`src/rtl/mem_arbiter_if.sv`:
```
// Requester and memory-side signal bundle for mem_arbiter.
// The arbiter binds to the slave modport; caches plus memory form the master side.
interface mem_arbiter_if #(
    parameter int ADDR_W = 32,
    parameter int LINE_W = 128
);
    logic              ic_read_req;
    logic [ADDR_W-1:0] ic_read_addr;
    logic              ic_read_ack;
    logic [LINE_W-1:0] ic_read_data;

    logic              dc_read_req;
    logic [ADDR_W-1:0] dc_read_addr;
    logic              dc_read_ack;
    logic [LINE_W-1:0] dc_read_data;

    logic              dc_write_req;
    logic [ADDR_W-1:0] dc_write_addr;
    logic [LINE_W-1:0] dc_write_data;
    logic              dc_write_ack;

    logic              mem_enable;
    logic              mem_rw;
    logic [ADDR_W-1:0] mem_addr;
    logic [LINE_W-1:0] mem_data_out;
    logic              mem_ack;
    logic [LINE_W-1:0] mem_data_in;

    modport slave (
        input  ic_read_req, ic_read_addr,
        output ic_read_ack, ic_read_data,
        input  dc_read_req, dc_read_addr,
        output dc_read_ack, dc_read_data,
        input  dc_write_req, dc_write_addr, dc_write_data,
        output dc_write_ack,
        output mem_enable, mem_rw, mem_addr, mem_data_out,
        input  mem_ack, mem_data_in
    );

    modport master (
        output ic_read_req, ic_read_addr,
        input  ic_read_ack, ic_read_data,
        output dc_read_req, dc_read_addr,
        input  dc_read_ack, dc_read_data,
        output dc_write_req, dc_write_addr, dc_write_data,
        input  dc_write_ack,
        input  mem_enable, mem_rw, mem_addr, mem_data_out,
        output mem_ack, mem_data_in
    );
endinterface

```
`src/rtl/mem_arbiter.sv`:
```
// Single-port memory arbiter: dcache write-back > dcache fill > icache fill,
// with a streak counter that forces an icache grant after STARVE_MAX dcache wins.
module mem_arbiter #(
    parameter int ADDR_W     = 32,
    parameter int LINE_W     = 128,
    parameter int STARVE_MAX = 4
) (
    input logic          clk,
    input logic          reset,
    mem_arbiter_if.slave bus
);

    typedef enum logic [1:0] {IDLE, BUSY, DONE} state_t;
    typedef enum logic [1:0] {OWN_IC, OWN_DR, OWN_DW} owner_t;

    localparam logic [3:0] STARVE_LIM = 4'(STARVE_MAX);

    state_t            state, state_nxt;
    owner_t            owner, winner;
    logic              grant;
    logic [3:0]        streak, streak_nxt;
    logic [ADDR_W-1:0] addr_q;
    logic              rw_q;
    logic [LINE_W-1:0] wdata_q;
    logic [LINE_W-1:0] ic_line, dc_line;
    logic              any_req, starved;

    assign any_req = bus.ic_read_req | bus.dc_read_req | bus.dc_write_req;
    assign starved = bus.ic_read_req && (streak == STARVE_LIM);

    always_comb begin
        state_nxt  = state;
        streak_nxt = streak;
        winner     = OWN_IC;
        grant      = 1'b0;
        unique case (state)
            IDLE: begin
                if (any_req) begin
                    grant     = 1'b1;
                    state_nxt = BUSY;
                    if (starved)               winner = OWN_IC;
                    else if (bus.dc_write_req) winner = OWN_DW;
                    else if (bus.dc_read_req)  winner = OWN_DR;
                    else                       winner = OWN_IC;
                    // Streak only grows while the icache is actually left waiting.
                    if (winner == OWN_IC || !bus.ic_read_req)
                        streak_nxt = '0;
                    else if (streak != STARVE_LIM)
                        streak_nxt = streak + 4'd1;
                end
            end
            BUSY: begin
                if (bus.mem_ack) state_nxt = DONE;
            end
            DONE: state_nxt = IDLE;
            default: state_nxt = IDLE;
        endcase
    end

    always_ff @(posedge clk or negedge reset) begin
        if (!reset) begin
            state   <= IDLE;
            owner   <= OWN_IC;
            streak  <= '0;
            addr_q  <= '0;
            rw_q    <= 1'b0;
            wdata_q <= '0;
            ic_line <= '0;
            dc_line <= '0;
        end else begin
            state  <= state_nxt;
            streak <= streak_nxt;
            if (grant) begin
                owner <= winner;
                unique case (winner)
                    OWN_DW: begin
                        addr_q  <= bus.dc_write_addr;
                        rw_q    <= 1'b1;
                        wdata_q <= bus.dc_write_data;
                    end
                    OWN_DR: begin
                        addr_q  <= bus.dc_read_addr;
                        rw_q    <= 1'b0;
                        wdata_q <= '0;
                    end
                    default: begin
                        addr_q  <= bus.ic_read_addr;
                        rw_q    <= 1'b0;
                        wdata_q <= '0;
                    end
                endcase
            end
            // Fill lines update only here, so *_data holds between acks.
            if (state == BUSY && bus.mem_ack) begin
                if (owner == OWN_IC)      ic_line <= bus.mem_data_in;
                else if (owner == OWN_DR) dc_line <= bus.mem_data_in;
            end
        end
    end

    always_comb begin
        bus.mem_enable   = (state == BUSY);
        bus.mem_rw       = (state == BUSY) && rw_q;
        bus.mem_addr     = (state == BUSY) ? addr_q  : '0;
        bus.mem_data_out = (state == BUSY) ? wdata_q : '0;
        bus.ic_read_ack  = (state == DONE) && (owner == OWN_IC);
        bus.dc_read_ack  = (state == DONE) && (owner == OWN_DR);
        bus.dc_write_ack = (state == DONE) && (owner == OWN_DW);
        bus.ic_read_data = ic_line;
        bus.dc_read_data = dc_line;
    end

endmodule

```
`src/flat_wrapper.sv`:
```
// flat-port wrapper written by rule: the top's interface ports become plain ports
module mem_arbiter_flat 
#(
    parameter int ADDR_W     = 32,
    parameter int LINE_W     = 128,
    parameter int STARVE_MAX = 4
)
  (clk, reset, bus_ic_read_req, bus_ic_read_addr, bus_ic_read_ack, bus_ic_read_data, bus_dc_read_req, bus_dc_read_addr, bus_dc_read_ack, bus_dc_read_data, bus_dc_write_req, bus_dc_write_addr, bus_dc_write_data, bus_dc_write_ack, bus_mem_enable, bus_mem_rw, bus_mem_addr, bus_mem_data_out, bus_mem_ack, bus_mem_data_in);
  mem_arbiter_if #(.ADDR_W(ADDR_W), .LINE_W(LINE_W)) bus_i ();
  input logic clk;
  input logic reset;
  input wire logic [$bits(bus_i.ic_read_req)-1:0] bus_ic_read_req;
  input wire logic [$bits(bus_i.ic_read_addr)-1:0] bus_ic_read_addr;
  output wire logic [$bits(bus_i.ic_read_ack)-1:0] bus_ic_read_ack;
  output wire logic [$bits(bus_i.ic_read_data)-1:0] bus_ic_read_data;
  input wire logic [$bits(bus_i.dc_read_req)-1:0] bus_dc_read_req;
  input wire logic [$bits(bus_i.dc_read_addr)-1:0] bus_dc_read_addr;
  output wire logic [$bits(bus_i.dc_read_ack)-1:0] bus_dc_read_ack;
  output wire logic [$bits(bus_i.dc_read_data)-1:0] bus_dc_read_data;
  input wire logic [$bits(bus_i.dc_write_req)-1:0] bus_dc_write_req;
  input wire logic [$bits(bus_i.dc_write_addr)-1:0] bus_dc_write_addr;
  input wire logic [$bits(bus_i.dc_write_data)-1:0] bus_dc_write_data;
  output wire logic [$bits(bus_i.dc_write_ack)-1:0] bus_dc_write_ack;
  output wire logic [$bits(bus_i.mem_enable)-1:0] bus_mem_enable;
  output wire logic [$bits(bus_i.mem_rw)-1:0] bus_mem_rw;
  output wire logic [$bits(bus_i.mem_addr)-1:0] bus_mem_addr;
  output wire logic [$bits(bus_i.mem_data_out)-1:0] bus_mem_data_out;
  input wire logic [$bits(bus_i.mem_ack)-1:0] bus_mem_ack;
  input wire logic [$bits(bus_i.mem_data_in)-1:0] bus_mem_data_in;
  assign bus_i.ic_read_req = bus_ic_read_req;
  assign bus_i.ic_read_addr = bus_ic_read_addr;
  assign bus_ic_read_ack = bus_i.ic_read_ack;
  assign bus_ic_read_data = bus_i.ic_read_data;
  assign bus_i.dc_read_req = bus_dc_read_req;
  assign bus_i.dc_read_addr = bus_dc_read_addr;
  assign bus_dc_read_ack = bus_i.dc_read_ack;
  assign bus_dc_read_data = bus_i.dc_read_data;
  assign bus_i.dc_write_req = bus_dc_write_req;
  assign bus_i.dc_write_addr = bus_dc_write_addr;
  assign bus_i.dc_write_data = bus_dc_write_data;
  assign bus_dc_write_ack = bus_i.dc_write_ack;
  assign bus_mem_enable = bus_i.mem_enable;
  assign bus_mem_rw = bus_i.mem_rw;
  assign bus_mem_addr = bus_i.mem_addr;
  assign bus_mem_data_out = bus_i.mem_data_out;
  assign bus_i.mem_ack = bus_mem_ack;
  assign bus_i.mem_data_in = bus_mem_data_in;
  mem_arbiter #(.ADDR_W(ADDR_W), .LINE_W(LINE_W), .STARVE_MAX(STARVE_MAX)) u_core (.clk(clk), .reset(reset), .bus(bus_i));
endmodule
```
`config.mk`:
```
export PLATFORM = sky130hd
export DESIGN_NAME = mem_arbiter_flat
export DESIGN_NICKNAME = d
export VERILOG_FILES = /design/src/rtl/mem_arbiter_if.sv /design/src/rtl/mem_arbiter.sv /design/src/flat_wrapper.sv
export SDC_FILE = /design/constraint.sdc
export NUM_CORES = 1
export LEC_CHECK = 0
export ABC_AREA = 0
export CELL_PAD_IN_SITES_DETAIL_PLACEMENT = 0
export CELL_PAD_IN_SITES_GLOBAL_PLACEMENT = 1
export CORE_AREA = 3 3 302 304
export DETAILED_ROUTE_END_ITERATION = 8
export DIE_AREA = 0 0 305 307
export PLACE_DENSITY_LB_ADDON = 0.25
export SYNTH_ARGS = -nofsm -noshare
export SYNTH_HDL_FRONTEND = slang
export SYNTH_SLANG_ARGS = --single-unit
```
`constraint.sdc`:
```
create_clock -name clk -period 2.5 [get_ports clk]
set_input_delay 0.5 -clock clk [delete_from_list [all_inputs] [get_ports clk]]
set_output_delay 0.5 -clock clk [all_outputs]
set_load 0.03 [all_outputs]
```
# After elaboration in Yosys (flattened, before gate mapping)
# Index checks and enable logic that the tools add are counted.
dict set report word_totals {
  ff_bits 425
  out_inout_bits 421
}
dict set report op_classes {
  n_addsub 1
  eq_ne 10
  n_mux 19
  bitwise_logic 3
  n_reduce_logical 16
}
# op count
set ops {}
lappend ops {{128-bit 2-to-1 mux} 2}
lappend ops {{32-bit one-hot mux with 2 select lines} 1}
lappend ops {{32-bit 2-to-1 mux} 1}
lappend ops {{2-bit 2-to-1 mux} 8}
lappend ops {{4-bit 2-to-1 mux} 2}
lappend ops {{2-bit by 1-bit equality test with 1-bit output (second input constant)} 3}
lappend ops {{2-bit equality test (second input constant)} 3}
lappend ops {{1-bit logical AND} 6}
lappend ops {{2-bit logical NOT} 3}
lappend ops {{3-bit AND reduction} 2}
lappend ops {{4-bit by 1-bit adder with 4-bit output (second input constant)} 1}
lappend ops {{4-bit by 3-bit equality test with 1-bit output (second input constant)} 1}
lappend ops {{1-bit 2-to-1 mux} 4}
lappend ops {{2-bit by 1-bit inequality test with 1-bit output (second input constant)} 2}
lappend ops {{4-bit by 3-bit inequality test with 1-bit output (second input constant)} 1}
lappend ops {{2-bit one-hot mux with 2 select lines} 1}
lappend ops {{2-bit AND reduction} 2}
lappend ops {{1-bit bitwise OR} 2}
lappend ops {{2-bit nonzero test} 1}
lappend ops {{1-bit logical NOT} 1}
lappend ops {{1-bit logical OR} 1}
lappend ops {{1-bit inverter} 1}

# Longest topological paths before layout
dict set report logic_depth {
  word_depth 9
  ltp_mapped 11
  ltp_nobuf 9
}

# Worst setup path before layout
# No wires, ideal clock.
dict set report synth_timing {
  path_kind {register to register}
  start {reg u_core.state[0]}
  end {reg u_core.addr_q[0]}
  t_arrival_ns 2.340
  t_required_ns 2.375
  setup_slack_ns 0.035
  path_stages_with_launch 10
  n_path_buf 4
  path_cell_list {dfrtp_1 or2_1 buf_2 buf_2 a2111oi_4 ha_1 clkbuf_1 clkbuf_1 o21ai_0 mux2_2}
}
dict set report synth_between {
  elab_chain_len 4
  word_cells_on_any_way 6
  classes_between {eq/ne (2); mux (3); reduce/logical (1)}
}
# item line_no
set synth_rtl {}
lappend synth_rtl {{start: declaration} mem_arbiter.sv:18} ;# state_t state, state_nxt;
lappend synth_rtl {{start signal: assignment} mem_arbiter.sv:71} ;# state <= state_nxt;
lappend synth_rtl {{2-bit logical NOT *} mem_arbiter.sv:36} ;# unique case (state)
lappend synth_rtl {{2-bit 2-to-1 mux *} mem_arbiter.sv:36}
lappend synth_rtl {{via u_core.winner[0]} mem_arbiter.sv:19} ;# owner_t owner, winner;
lappend synth_rtl {{2-bit by 1-bit equality test with 1-bit output or 2-bit equality test (tied branches)} mem_arbiter.sv:75} ;# unique case (winner)
lappend synth_rtl {{32-bit one-hot mux with 2 select lines *} mem_arbiter.sv:75}
lappend synth_rtl {{end signal: assignment} mem_arbiter.sv:77} ;# addr_q <= bus.dc_write_addr;
lappend synth_rtl {{end signal: assignment} mem_arbiter.sv:82} ;# addr_q <= bus.dc_read_addr;
lappend synth_rtl {{end signal: assignment} mem_arbiter.sv:87} ;# addr_q <= bus.ic_read_addr;
lappend synth_rtl {{end: declaration} mem_arbiter.sv:22} ;# logic [ADDR_W-1:0] addr_q;
# The timed path passes the listed nets; every way through them passes the cells marked *.
# A chain may end at the register's enable or synchronous reset.

# Final worst setup path
dict set report layout_timing {
  start {reg u_core.state[1]}
  end {out bus_mem_data_out[1]}
}
dict set report layout_between {
  elab_chain_len 2
}
# item line_no
set layout_rtl {}
lappend layout_rtl {{2-bit by 1-bit equality test with 1-bit output} mem_arbiter.sv:105} ;# bus.mem_data_out = (state == BUSY) ? wdata_q : '0;
lappend layout_rtl {{128-bit 2-to-1 mux} mem_arbiter.sv:105}
lappend layout_rtl {{end: declaration} flat_wrapper.sv:27} ;# output wire logic [$bits(bus_i.mem_data_out)-1:0] bus_mem_data_out;
# Every way passes these cells.

==> impl_metrics.env <==
export IMPL_place_ws_ps=-175
export IMPL_post_drt_wl_per_cell_um=21.3
export IMPL_numCtsBuffers=52
export IMPL_vias_per_cell=4.27
export IMPL_leakage_uw=0.0130
export IMPL_core_um2=88500
export IMPL_rows=109
export IMPL_start_util_pct=21.1
export IMPL_worst_setup_path_end_kind="output pin"
export IMPL_crit_arrival_ps=1930
export IMPL_drc=0
export IMPL_final_nets=2692
export IMPL_ys_seq_area_share_pct=57.0
export IMPL_first_global_vias=16100
export IMPL_cts_sinks=425
export IMPL_cts_root_buf="clkbuf_16"
export IMPL_grt_max_degree=132
export IMPL_yosys_warnings=0
export IMPL_antenna_left=0
export IMPL_finClkSkew_ps=43.0
export IMPL_r2r_start="u_core.streak[1]$_DFFE_PN0P_"
export IMPL_hold_viol_final=0
export IMPL_synthFlopType="dfrtp_1"
export IMPL_final_area_um2=30400
export IMPL_setup_ws_ps=69.4
export IMPL_die_area_um2=93600
export IMPL_critPathMaxFanout=24
export IMPL_fin_crit_sh_pct=97.2
export IMPL_crit_type="reg -> out"
export IMPL_regToRegEndpoint="u_core.addr_q[24]$_DFFE_PN0P_"
export IMPL_utilization_pct=34.3
export IMPL_power_density_nw_per_um2=1360
export IMPL_crit_start="u_core.state[1]$_DFFE_PN0P_"
export IMPL_overflow=0
export IMPL_syn_area_um2=18600
export IMPL_fmax_ghz=0.411
export IMPL_place_hpwl_um=54900
export IMPL_drive_above_1_share_pct=28.8
export IMPL_die_h_um=307
export IMPL_status="finished clean"
export IMPL_grt_setup_unrepaired="yes"
export IMPL_wl_um=75600
export IMPL_synth_edff_count=0
export IMPL_finalSetupViolCount=0
export IMPL_start_kind="flop"
export IMPL_area_delta_synth_final_pct=63.0
export IMPL_grt_pass1_wl_um=108000
export IMPL_placed_cell_area_um2=28000
export IMPL_first_pass_iters=5
export IMPL_holdCritPathClass="in -> async"
export IMPL_drt_iter0_markers=749
export IMPL_ir_drop_uv=433
export IMPL_cts_tree="yes"
export IMPL_crit_required_ps=2000
export IMPL_drv_slew=0
export IMPL_r2r_slack_ps=90
export IMPL_gp_congestion=0.796
export IMPL_ys_ff_latch=425
export IMPL_syn_inst=1519
export IMPL_worst_pin_slew_ps=924
export IMPL_clk_path_buf_depth=3
export IMPL_max_slew_margin_pct=38.4
export IMPL_port_buffers=778
export IMPL_grt_total_usage_pct=15.2
export IMPL_synth_fp_nets=1881
export IMPL_async_flop_share_pct=100
export IMPL_antenna_found_initial=17
export IMPL_clk_pin_slew_ps=60
export IMPL_synth_cell_types=39
export IMPL_htreeDepth=2
export IMPL_min_period_ps=2430
export IMPL_maxCapViolCount=0
export IMPL_vias=15100
export IMPL_reg2reg_depth=10
export IMPL_die_w_um=305
export IMPL_synth_area_per_cell_um2=12.3
export IMPL_clk_latency_ps=610
export IMPL_hold_slack_ps=437
export IMPL_pin_count=779
-- Yosys cell counts, drive strengths merged (2+ instances only) --
cell | n | area, um^2
mux2 | 289 | 3630
and2 | 163 | 1020
ha | 4 | 50.1
nand2b | 2 | 20.0
nor4b | 2 | 32.5
o21ai | 293 | 1470
o311ai | 2 | 17.5
buf | 41 | 432
and4bb | 2 | 25.0
nand3 | 2 | 10.0
clkbuf | 80 | 307
a22oi | 32 | 240
nand2 | 161 | 604
inv | 7 | 26.3
dfrtp | 425 | 10600
-- state kept, by name, summed over array words and instances, names as in the netlist --
name                     cells
u_core.addr_q               32
u_core.bus.dc_read_data    128
u_core.bus.ic_read_data    128
u_core.wdata_q             128
u_core.state                 2
u_core.streak                4
u_core.rw_q                  1
u_core.owner                 2
-- kinds of logic (layout without fill, tap and decap cells) --
kind of cell | Yosys count | after routing | share of synthesized area [%]
DFF | 425 | 425 | 57.0
and+or+nand+nor | 339 | 339 | 9.49
AOI/OAI and AO/OA | 334 | 334 | 9.64
muxes | 289 | 289 | 19.5
buffers and inverters | 128 | 981 | 4.10
adders and majority gates | 4 | 4 | 0.268
other | 0 | 8 | 0
-- power by group --
part,leakage [uW],internal [uW],switching [uW]
clock network,0.000922,5020,3130
logic,0.00673,9690,11700
registers,0.00535,10000,1670
-- worst max path at each step --
stage / to / cells past startpoint
after detailed placement: u_core.wdata_q[98]$_DFFE_PN0P_ / 8
after floorplan: u_core.addr_q[0]$_DFFE_PN0P_ / 9
after CTS: bus_mem_data_out[7] / 6
after global placement: u_core.addr_q[26]$_DFFE_PN0P_ / 8
final: bus_mem_data_out[1] / 6
after global routing: u_core.addr_q[20]$_DFFE_PN0P_ / 10
-- final cells by class --
cell class	instances	area, um^2
clock inverter	25	382
clock buffer	71	1490
timing repair buffer	878	8960
multi-input combinational	966	7420
antenna	8	20.0
fill	8857	58100
sequential	425	10600
tap	1165	1460
inverter	7	33.8
-- layer usage --
metal | share of wire [%] | track usage [%]
met1 | 39 | 17.6
met2 | 49 | 26.0
met4 | 2.5 | 4.10
met3 | 9.3 | 6.09
met5 | 0 | 0
-- repair_timing --
item                                   4_1_cts  5_1_grt
cloned                                       4        8
endpoints found under the hold margin       38        0
hold buffers                                 1        0
setup endpoints to repair                  160      216
setup buffers                                3        6
pin swaps                                    1        3
gates resized for setup                    232       72
-- cells in the final DEF (no fill, tap or decap), types with 3 or more instances in the layout --
cell type          n
a22oi_1           10
a22oi_2           22
and2_1           155
and2_4             8
buf_12            41
buf_16             3
buf_2             26
buf_4            139
buf_6             12
buf_8              3
bufinv_16          8
clkbuf_1           7
clkbuf_16         58
clkbuf_8          12
clkdlybuf4s15_2   27
clkdlybuf4s50_1  612
clkinv_2          10
dfrtp_1          424
diode_2            8
dlygate4sd2_1      3
inv_1              5
mux2_2           187
mux2_4           100
nand2_1          161
o21ai_0          259
o21ai_1           34
-- critical path, stage by stage, from the launching register on --
cell      delay, ps
dfrtp_1         380
nand2b_4        170
inv_8           100
buf_12          180
buf_16          180
and2_1          170
buf_4           160
-- per-stage QoR --
stage               total power (uW)  TNS (ps)  instances
floorplan                      23200         0       1519
global placement               32200     -5340       3419
detailed placement             32400    -16970       3419
CTS                            41100         0       3523
global route                   43300     -1780       3541
finish                         41200         0       3545
(Power assumes the default switching activity.)
